File: src/rtl/dm_responder.sv
// dm_responder: memory end of the dm_* processor data-memory interface.
// - Registered 1-cycle processor reads and posedge processor writes.
// - Self-clearing sweep after reset; init_done marks the end of the sweep.
// - Host req/ack port for preload and dump; the processor always wins arbitration.
// - Optional macro DM_WR_FWD_EN: when defined, a simultaneous dm_rd & dm_wr returns
//   dm_w_data (write-through). When undefined, it returns the old contents (read-first).
module dm_responder #(
    parameter int unsigned ADDR_WIDTH = 8,
    parameter int unsigned DATA_WIDTH = 16,
    parameter int unsigned DEPTH      = 256
) (
    input  logic                  clk,
    input  logic                  rst,
    input  logic [ADDR_WIDTH-1:0] dm_addr,
    input  logic                  dm_rd,
    input  logic                  dm_wr,
    input  logic [DATA_WIDTH-1:0] dm_w_data,
    output logic [DATA_WIDTH-1:0] dm_r_data,
    input  logic                  host_req,
    input  logic                  host_we,
    input  logic [ADDR_WIDTH-1:0] host_addr,
    input  logic [DATA_WIDTH-1:0] host_wdata,
    output logic [DATA_WIDTH-1:0] host_rdata,
    output logic                  host_ack,
    output logic                  init_done,
    output logic                  err_conflict,
    output logic                  err_oob
);

    // Index width of the implemented array. It also sizes the clear counter.
    localparam int unsigned IDX_W = (DEPTH > 1) ? $clog2(DEPTH) : 1;

`ifdef DM_WR_FWD_EN
    localparam bit WR_FWD = 1'b1;
`else
    localparam bit WR_FWD = 1'b0;
`endif

    typedef enum logic {
        S_INIT,
        S_RUN
    } main_state_e;

    typedef enum logic {
        H_IDLE,
        H_ACK
    } host_state_e;

    // Storage array. It is deliberately not reset; the INIT sweep clears it.
    logic [DATA_WIDTH-1:0] mem_q [DEPTH];

    main_state_e           main_state_q, main_state_d;
    host_state_e           host_state_q, host_state_d;
    logic [IDX_W-1:0]      clr_cnt_q, clr_cnt_d;
    logic [DATA_WIDTH-1:0] dm_r_data_q, dm_r_data_d;
    logic [DATA_WIDTH-1:0] host_rdata_q, host_rdata_d;
    logic                  host_ack_q, host_ack_d;
    logic                  init_done_q, init_done_d;
    logic                  err_conflict_q, err_conflict_d;
    logic                  err_oob_q, err_oob_d;

    // Single memory write port, shared by the clear sweep, the processor and the host.
    logic                  mem_we_c;
    logic [IDX_W-1:0]      mem_waddr_c;
    logic [DATA_WIDTH-1:0] mem_wdata_c;

    logic                  dm_in_range_c;
    logic                  host_in_range_c;
    logic [IDX_W-1:0]      dm_idx_c;
    logic [IDX_W-1:0]      host_idx_c;
    logic                  host_start_c;

    // Address decode: range test against DEPTH and index into the array.
    always_comb begin
        dm_in_range_c   = (32'(dm_addr) < DEPTH);
        host_in_range_c = (32'(host_addr) < DEPTH);
        dm_idx_c        = dm_addr[IDX_W-1:0];
        host_idx_c      = host_addr[IDX_W-1:0];
    end

    // Next-state logic for the main FSM, host FSM, read data, error flags and write port.
    always_comb begin
        main_state_d   = main_state_q;
        host_state_d   = H_IDLE;
        clr_cnt_d      = clr_cnt_q;
        dm_r_data_d    = dm_r_data_q;
        host_rdata_d   = host_rdata_q;
        host_ack_d     = 1'b0;
        init_done_d    = init_done_q;
        err_conflict_d = err_conflict_q;
        err_oob_d      = err_oob_q;
        mem_we_c       = 1'b0;
        mem_waddr_c    = '0;
        mem_wdata_c    = '0;
        host_start_c   = 1'b0;

        case (main_state_q)
            S_INIT: begin
                // Clear one word per cycle. All external requests are ignored.
                mem_we_c    = 1'b1;
                mem_waddr_c = clr_cnt_q;
                mem_wdata_c = '0;
                dm_r_data_d = '0;
                if (clr_cnt_q == IDX_W'(DEPTH - 1)) begin
                    main_state_d = S_RUN;
                    init_done_d  = 1'b1;
                    clr_cnt_d    = '0;
                end else begin
                    clr_cnt_d = clr_cnt_q + IDX_W'(1);
                end
            end

            S_RUN: begin
                // Processor read. The array is sampled before the write lands (read-first).
                if (dm_rd) begin
                    if (!dm_in_range_c) begin
                        dm_r_data_d = '0;
                    end else if (dm_wr && WR_FWD) begin
                        dm_r_data_d = dm_w_data;
                    end else begin
                        dm_r_data_d = mem_q[dm_idx_c];
                    end
                end

                if (dm_rd && dm_wr) begin
                    err_conflict_d = 1'b1;
                end

                if ((dm_rd || dm_wr) && !dm_in_range_c) begin
                    err_oob_d = 1'b1;
                end

                // Processor write. Out-of-range writes are dropped.
                if (dm_wr && dm_in_range_c) begin
                    mem_we_c    = 1'b1;
                    mem_waddr_c = dm_idx_c;
                    mem_wdata_c = dm_w_data;
                end

                // The host is served only on cycles with no processor access.
                host_start_c = init_done_q && host_req && !dm_rd && !dm_wr
                               && (host_state_q == H_IDLE);

                if (host_start_c) begin
                    host_state_d = H_ACK;
                    host_ack_d   = 1'b1;
                    if (!host_in_range_c) begin
                        err_oob_d = 1'b1;
                    end
                    if (host_we) begin
                        if (host_in_range_c) begin
                            mem_we_c    = 1'b1;
                            mem_waddr_c = host_idx_c;
                            mem_wdata_c = host_wdata;
                        end
                    end else begin
                        host_rdata_d = host_in_range_c ? mem_q[host_idx_c] : '0;
                    end
                end
            end

            default: begin
                main_state_d = S_INIT;
                clr_cnt_d    = '0;
            end
        endcase
    end

    // State and output registers. Reset abandons any activity and restarts the sweep.
    always_ff @(posedge clk or posedge rst) begin
        if (rst) begin
            main_state_q   <= S_INIT;
            host_state_q   <= H_IDLE;
            clr_cnt_q      <= '0;
            dm_r_data_q    <= '0;
            host_rdata_q   <= '0;
            host_ack_q     <= 1'b0;
            init_done_q    <= 1'b0;
            err_conflict_q <= 1'b0;
            err_oob_q      <= 1'b0;
        end else begin
            main_state_q   <= main_state_d;
            host_state_q   <= host_state_d;
            clr_cnt_q      <= clr_cnt_d;
            dm_r_data_q    <= dm_r_data_d;
            host_rdata_q   <= host_rdata_d;
            host_ack_q     <= host_ack_d;
            init_done_q    <= init_done_d;
            err_conflict_q <= err_conflict_d;
            err_oob_q      <= err_oob_d;
        end
    end

    // Memory array write port.
    always_ff @(posedge clk) begin
        if (mem_we_c) begin
            mem_q[mem_waddr_c] <= mem_wdata_c;
        end
    end

    assign dm_r_data    = dm_r_data_q;
    assign host_rdata   = host_rdata_q;
    assign host_ack     = host_ack_q;
    assign init_done    = init_done_q;
    assign err_conflict = err_conflict_q;
    assign err_oob      = err_oob_q;

endmodule

File: config.mk
export PLATFORM = sky130hd
export DESIGN_NAME = dm_responder
export DESIGN_NICKNAME = d
export VERILOG_FILES = /design/src/rtl/dm_responder.sv
export SDC_FILE = /design/constraint.sdc
export NUM_CORES = 2
export LEC_CHECK = 0
export ABC_CLOCK_PERIOD_IN_PS = 13250
export CAP_MARGIN = 20
export CORE_MARGIN = 8
export CORE_UTILIZATION = 45
export DETAILED_ROUTE_END_ITERATION = 8
export GPL_ROUTABILITY_DRIVEN = 0
export PLACE_DENSITY = 0.57
export SLEW_MARGIN = 20
export SYNTH_ARGS = -nofsm -noshare
export SYNTH_HDL_FRONTEND = slang
export SYNTH_SLANG_ARGS = --single-unit
export TNS_END_PERCENT = 1
File: constraint.sdc
create_clock -name clk -period 13.25 [get_ports clk]
set_clock_uncertainty 0.2 [all_clocks]
set_input_delay 2.65 -clock clk [delete_from_list [all_inputs] [get_ports clk]]
set_output_delay 2.65 -clock clk [all_outputs]
set_load 0.005 [all_outputs]
# Word-level counts from Yosys, hierarchy flattened
# Memory sizes are Yosys's and may differ from the RTL's. A register that Yosys moved wholly into a read port is not among the register bits.
# Cells that the tools add are included.
# Widths: inputs -> output; s select.
# word_totals
input_bits	54
mem_count	1
register_bits	28
output_inout_bits	36
ramBits	4096
word_cells	44
# classes
eq_ne	2
n_bitwise	3
n_addsub	1
muxes	21
n_reduce_logical	10
# mem_list
memory	words	word_bits	read_ports	rd_ports_with_merged_regs	write_ports	line	rtl
mem_q	256	16	2	1	1	50	logic [DATA_WIDTH-1:0] mem_q [DEPTH];
# op_table
cell	n
$mux 16	4
$pmux 16 s2	2
$mux 8	4
$pmux 8 s2	1
$mux 1	9
$add 8x1->8 const B	1
$eq 8x8->1 const B	1
$logic_and 1x1->1	5
$reduce_and 2->1	2
$not 1->1	3
$reduce_and 3->1	1
$logic_not 1->1	2
$ne 2x2->1 const B	1
$pmux 1 s2	1

# Logic depth before layout (Yosys ltp)
# logic_depth
word_depth	8
ltp_mapped	14

# Worst setup path after synthesis
# OpenSTA, ideal clock, no wires.
# synth_timing
path_type	input port to flip-flop
from	in dm_rd
to	mem mem_q[0][14] (data pin)
path_slack_ns	1.841
arrival_ns	9.753
setup_ns	1.456
n_path_buf	1
stages	5
cell_sequence	nand4bb_1 -> nor3b_1 -> clkbuf_1 -> a22oi_1 -> nor2b_1
# synth_between
elab_chain_len	6
# synth_lines
item	line	rtl
start, declared	15	input logic dm_rd,
$logic_not 1->1	141	host_start_c = init_done_q && host_req && !dm_rd && !dm_wr
$logic_and 1x1->1 (2 in series)	141	
$logic_and 1x1->1	142	&& (host_state_q == H_IDLE);
$mux 16	144	if (host_start_c) begin
$pmux 16 s2	97	case (main_state_q)
named net mem_wdata_c[14]	65	logic [DATA_WIDTH-1:0] mem_wdata_c;
end, declared	50	
# The timed path passes the listed nets, and every way through them passes these cells.

# Worst setup path in the final report
# layout_timing
from	in dm_wr
to	mem mem_q[175][2] (data pin)
# layout_between
elab_chain_len	5
word_cells_on_any_way	7
# layout_lines
item	line	rtl
start, declared	16	input logic dm_wr,
$logic_not 1->1	141	
$logic_and 1x1->1	141	
$logic_and 1x1->1	142	
$mux 16 *	144	
$pmux 16 s2 *	97	
named net mem_wdata_c[2]	65	
# The timed path passes the listed nets; every way through them passes the cells marked *.

==> flow_metrics.py <==
metrics = {
    "outcome": {
        "status": "complete, no violations",
    },
    "setup_path": {
        "cpMostUsedCell": "buf_4",
        "crit_slowest_cell": "nor3b_4",
        "worst_setup_path_start_kind": "input port",
        "endpoint_kind": "flop",
        "path_max_fanout": 72,
        "cp.required_ns": 13.75,
        "path_cells": "clkdlybuf4s50_1, nor3b_4, and2_1, a22o_4, buf_4, buf_4",
        "slowest_delay_ns": 0.97,
        "worst-setup-path-type": "in -> reg",
        "crit_arrival_ns": 7.96,
        "crit_buf_inv": 3,
        "cp_top_family": "buffers and inverters",
    },
    "die": {
        "ioPinCount": 90,
        "chipHeight_um": 670.8,
        "fp.dieW_um": 670.8,
        "rows": 240,
        "core_mm2": 0.4270,
        "dieArea_mm2": 0.4500,
        "start_util_pct": 45.19,
    },
    "final_layout": {
        "final_layout_size_suffix_gt1_share_pct": 35.10,
        "finalNetCount": 9841,
        "nFillCells": 33994,
        "final_common_cell": "edfxtp_1",
        "area_growth_pct": 12.25,
        "fin_cells": 15877,
        "mostFrequentLayoutCells": "edfxtp_1, mux4_2, mux2i_1",
    },
    "clock_network": {
        "ctsHoldBuffers": 0,
        "cts.sinks": 4140,
        "clock_latency_ns": 1.03,
        "numCtsBuffers": 444,
        "cts_tree": "built",
        "cts_setup_buffers": 0,
        "htreeDepth": 5,
        "root_buffer": "clkbuf_16",
        "cts-resized-gates": 0,
        "cts_buffer_depth": 4,
        "path_clk_slew_ns": 0.06,
    },
    "synth": {
        "async_flop_share_pct": 1.063,
        "ys_warn_count": 0,
        "synth_area_mm2": 0.1929,
        "ys_seq_area_share_pct": 64.32,
        "postSynthCellCount": 9552,
        "synth-edff-count": 4096,
        "syn-num-nets": 9607,
        "synth-seq-cells": 4140,
        "synth_cell_types": 76,
        "syn_avg_cell_area_um2": 20.20,
        "synthFlopType": "edfxtp_1",
    },
    "timing": {
        "finalHoldViolCount": 0,
        "drv_slew": 0,
        "hold_slack_ns": 0.2634,
        "fin_crit_sh_pct": 56.32,
        "fmax_ghz": 0.1340,
        "rsz0062_at_grt": "no",
        "relSlewSlack_pct": 9.184,
        "worst_slew_pin_slew_ns": 1.359,
        "setup-violations-final": 0,
        "period_minus_slack_ns": 7.462,
        "finalSetupTns_ns": 0,
    },
    "power_and_ir_drop": {
        "power.total_mw": 28.14,
        "p_leak_nw": 55.72,
        "p_per_area_mw_per_mm2": 129.9,
        "ir_drop_uv": 105.9,
    },
    "global_route": {
        "use_met1_pct": 40.41,
        "grt_max_degree": 193,
        "grt_pass1_vias": 112338,
        "grt.busiest_layer": "met2",
        "overflow": 0,
        "use_met2_pct": 45.77,
        "antenna_found_initial": 44,
        "grtUsageTotal_pct": 30.77,
        "grt_first_pass_wirelength_um": 960600,
        "use_met3_pct": 9.346,
    },
    "place": {
        "portBuffers": 88,
        "dp.cells": 15023,
        "dp_hpwl_um": 445600,
    },
    "detailed_routing": {
        "via_count": 112559,
        "drt_iter0_drc": 16968,
        "drc": 0,
        "routedWlPerCell_um": 44.50,
        "vias_per_cell": 7.089,
        "wl_um": 706500,
        "dr.pass1.iters": 6,
        "ant_nets": 0,
    },
    "flow_run": {
        "timing.max_cap.violations": 0,
    },
    "worst_hold_path": {
        "hold_class": "reg -> reg",
    },
}
## Yosys cell counts, drive strengths merged, types with 7 or more instances
cell type / n / area (µm²)
nand2: 235 / 884.6
o22ai: 186 / 1164
a31oi: 23 / 143.9
inv: 10 / 37.54
a21oi: 199 / 996.0
mux4: 2061 / 46420
and2: 35 / 219.0
o311ai: 28 / 245.2
o221ai: 236 / 2067
clkbuf: 279 / 1047
buf: 511 / 3686
a311oi: 16 / 140.1
a2111oi: 20 / 181.4
or2: 7 / 43.79
nor3: 51 / 255.2
and3: 19 / 118.9
a21o: 7 / 52.55
edfxtp: 4096 / 123000
o211ai: 23 / 172.7
o311a: 7 / 70.07
o31ai: 9 / 67.56
nor4: 10 / 62.56
nand2b: 14 / 87.58
a22oi: 69 / 518.0
o21ai: 92 / 460.4
nor2b: 24 / 150.1
a221oi: 11 / 96.34
a22o: 24 / 210.2
mux2: 8 / 90.09
nand3: 37 / 185.2
nor2: 364 / 1366
nand4: 18 / 112.6
dfrtp: 44 / 1101
a211oi: 78 / 585.6
mux2i: 616 / 6166
a211o: 26 / 227.7
## flip-flops by register name, indices dropped and copies added, names as in the netlist
signal / count
host_ack: 1
dm_r_data: 16
mem_q: 4096
main_state_q: 1
err_conflict: 1
host_rdata: 16
clr_cnt_q: 8
init_done: 1
## area by class of cell
cell class	count	area [µm²]	share of cell area, %
sequential	4140	124100	57.30
clock buffer	561	11880	5.485
antenna	25	62.56	0.02888
multi-input combinational	4610	65570	30.27
inverter	12	75.07	0.03466
timing repair buffer	578	5186	2.394
clock inverter	264	2605	1.203
tap	5687	7116	3.285
## final timing paths
check,from,endpoint,slack [ns],cells after the start
worst max register to register,main_state_q,dm_r_data[2],7.78,8
worst min-delay path,err_conflict,err_conflict,0.26,1
min in group asynchronous,rst,dm_r_data[15],1.69,2
worst min register to register,err_conflict,err_conflict,0.26,1
max in group asynchronous,rst,main_state_q,9.83,3
worst max-delay path,dm_wr,mem_q[175][2],5.79,6
## per-layer routing
layer / part of all wire [%] / vias to the layer above
li1: - / 42413
met1: 36 / 60882
met2: 45 / 7701
met3: 12 / 1543
met4: 7.1 / 20
met5: 0.035 / -
## report_power, final
| part | leakage, nW | internal, mW | switching (mW) | total [mW] |
|---|---|---|---|---|
| sequential | 28.9 | 14.2 | 0 | 14.2 |
| clock | 7.08 | 7.24 | 5.34 | 12.6 |
| combinational | 19.8 | 0.437 | 0.958 | 1.40 |
## through the flow
stage | setup WS (ns) | util [%] | area (µm²)
after floorplan | 1.841 | - | 192900
after global placement | 4.334 | 47.21 | 201600
after detailed placement | 4.810 | 47.29 | 201900
after CTS | 5.874 | 50.68 | 216400
after global routing | 5.786 | 50.71 | 216500
final | 5.788 | 50.72 | 216600
## worst register-to-register path: stages (launching register included)
cell and delay, ns:
dfrtp_2 0.61, buf_4 0.54, buf_4 0.58, nor2b_4 1.05, buf_4 0.59, or2_2 0.76
a311oi_2 0.30, o221a_2 0.38, nor4_1 0.35
## cell families after synthesis
group	synth area share [%]
AOI/OAI and AO/OA	3.985
buffers and inverters	2.476
adders and majority gates	0.006484
other	0.001944
muxes	27.30
and+or+nand+nor	1.892
DFF	64.32
xor gates and xnor gates	0.02270
No activity file was read; power rests on OpenSTA's default activity.
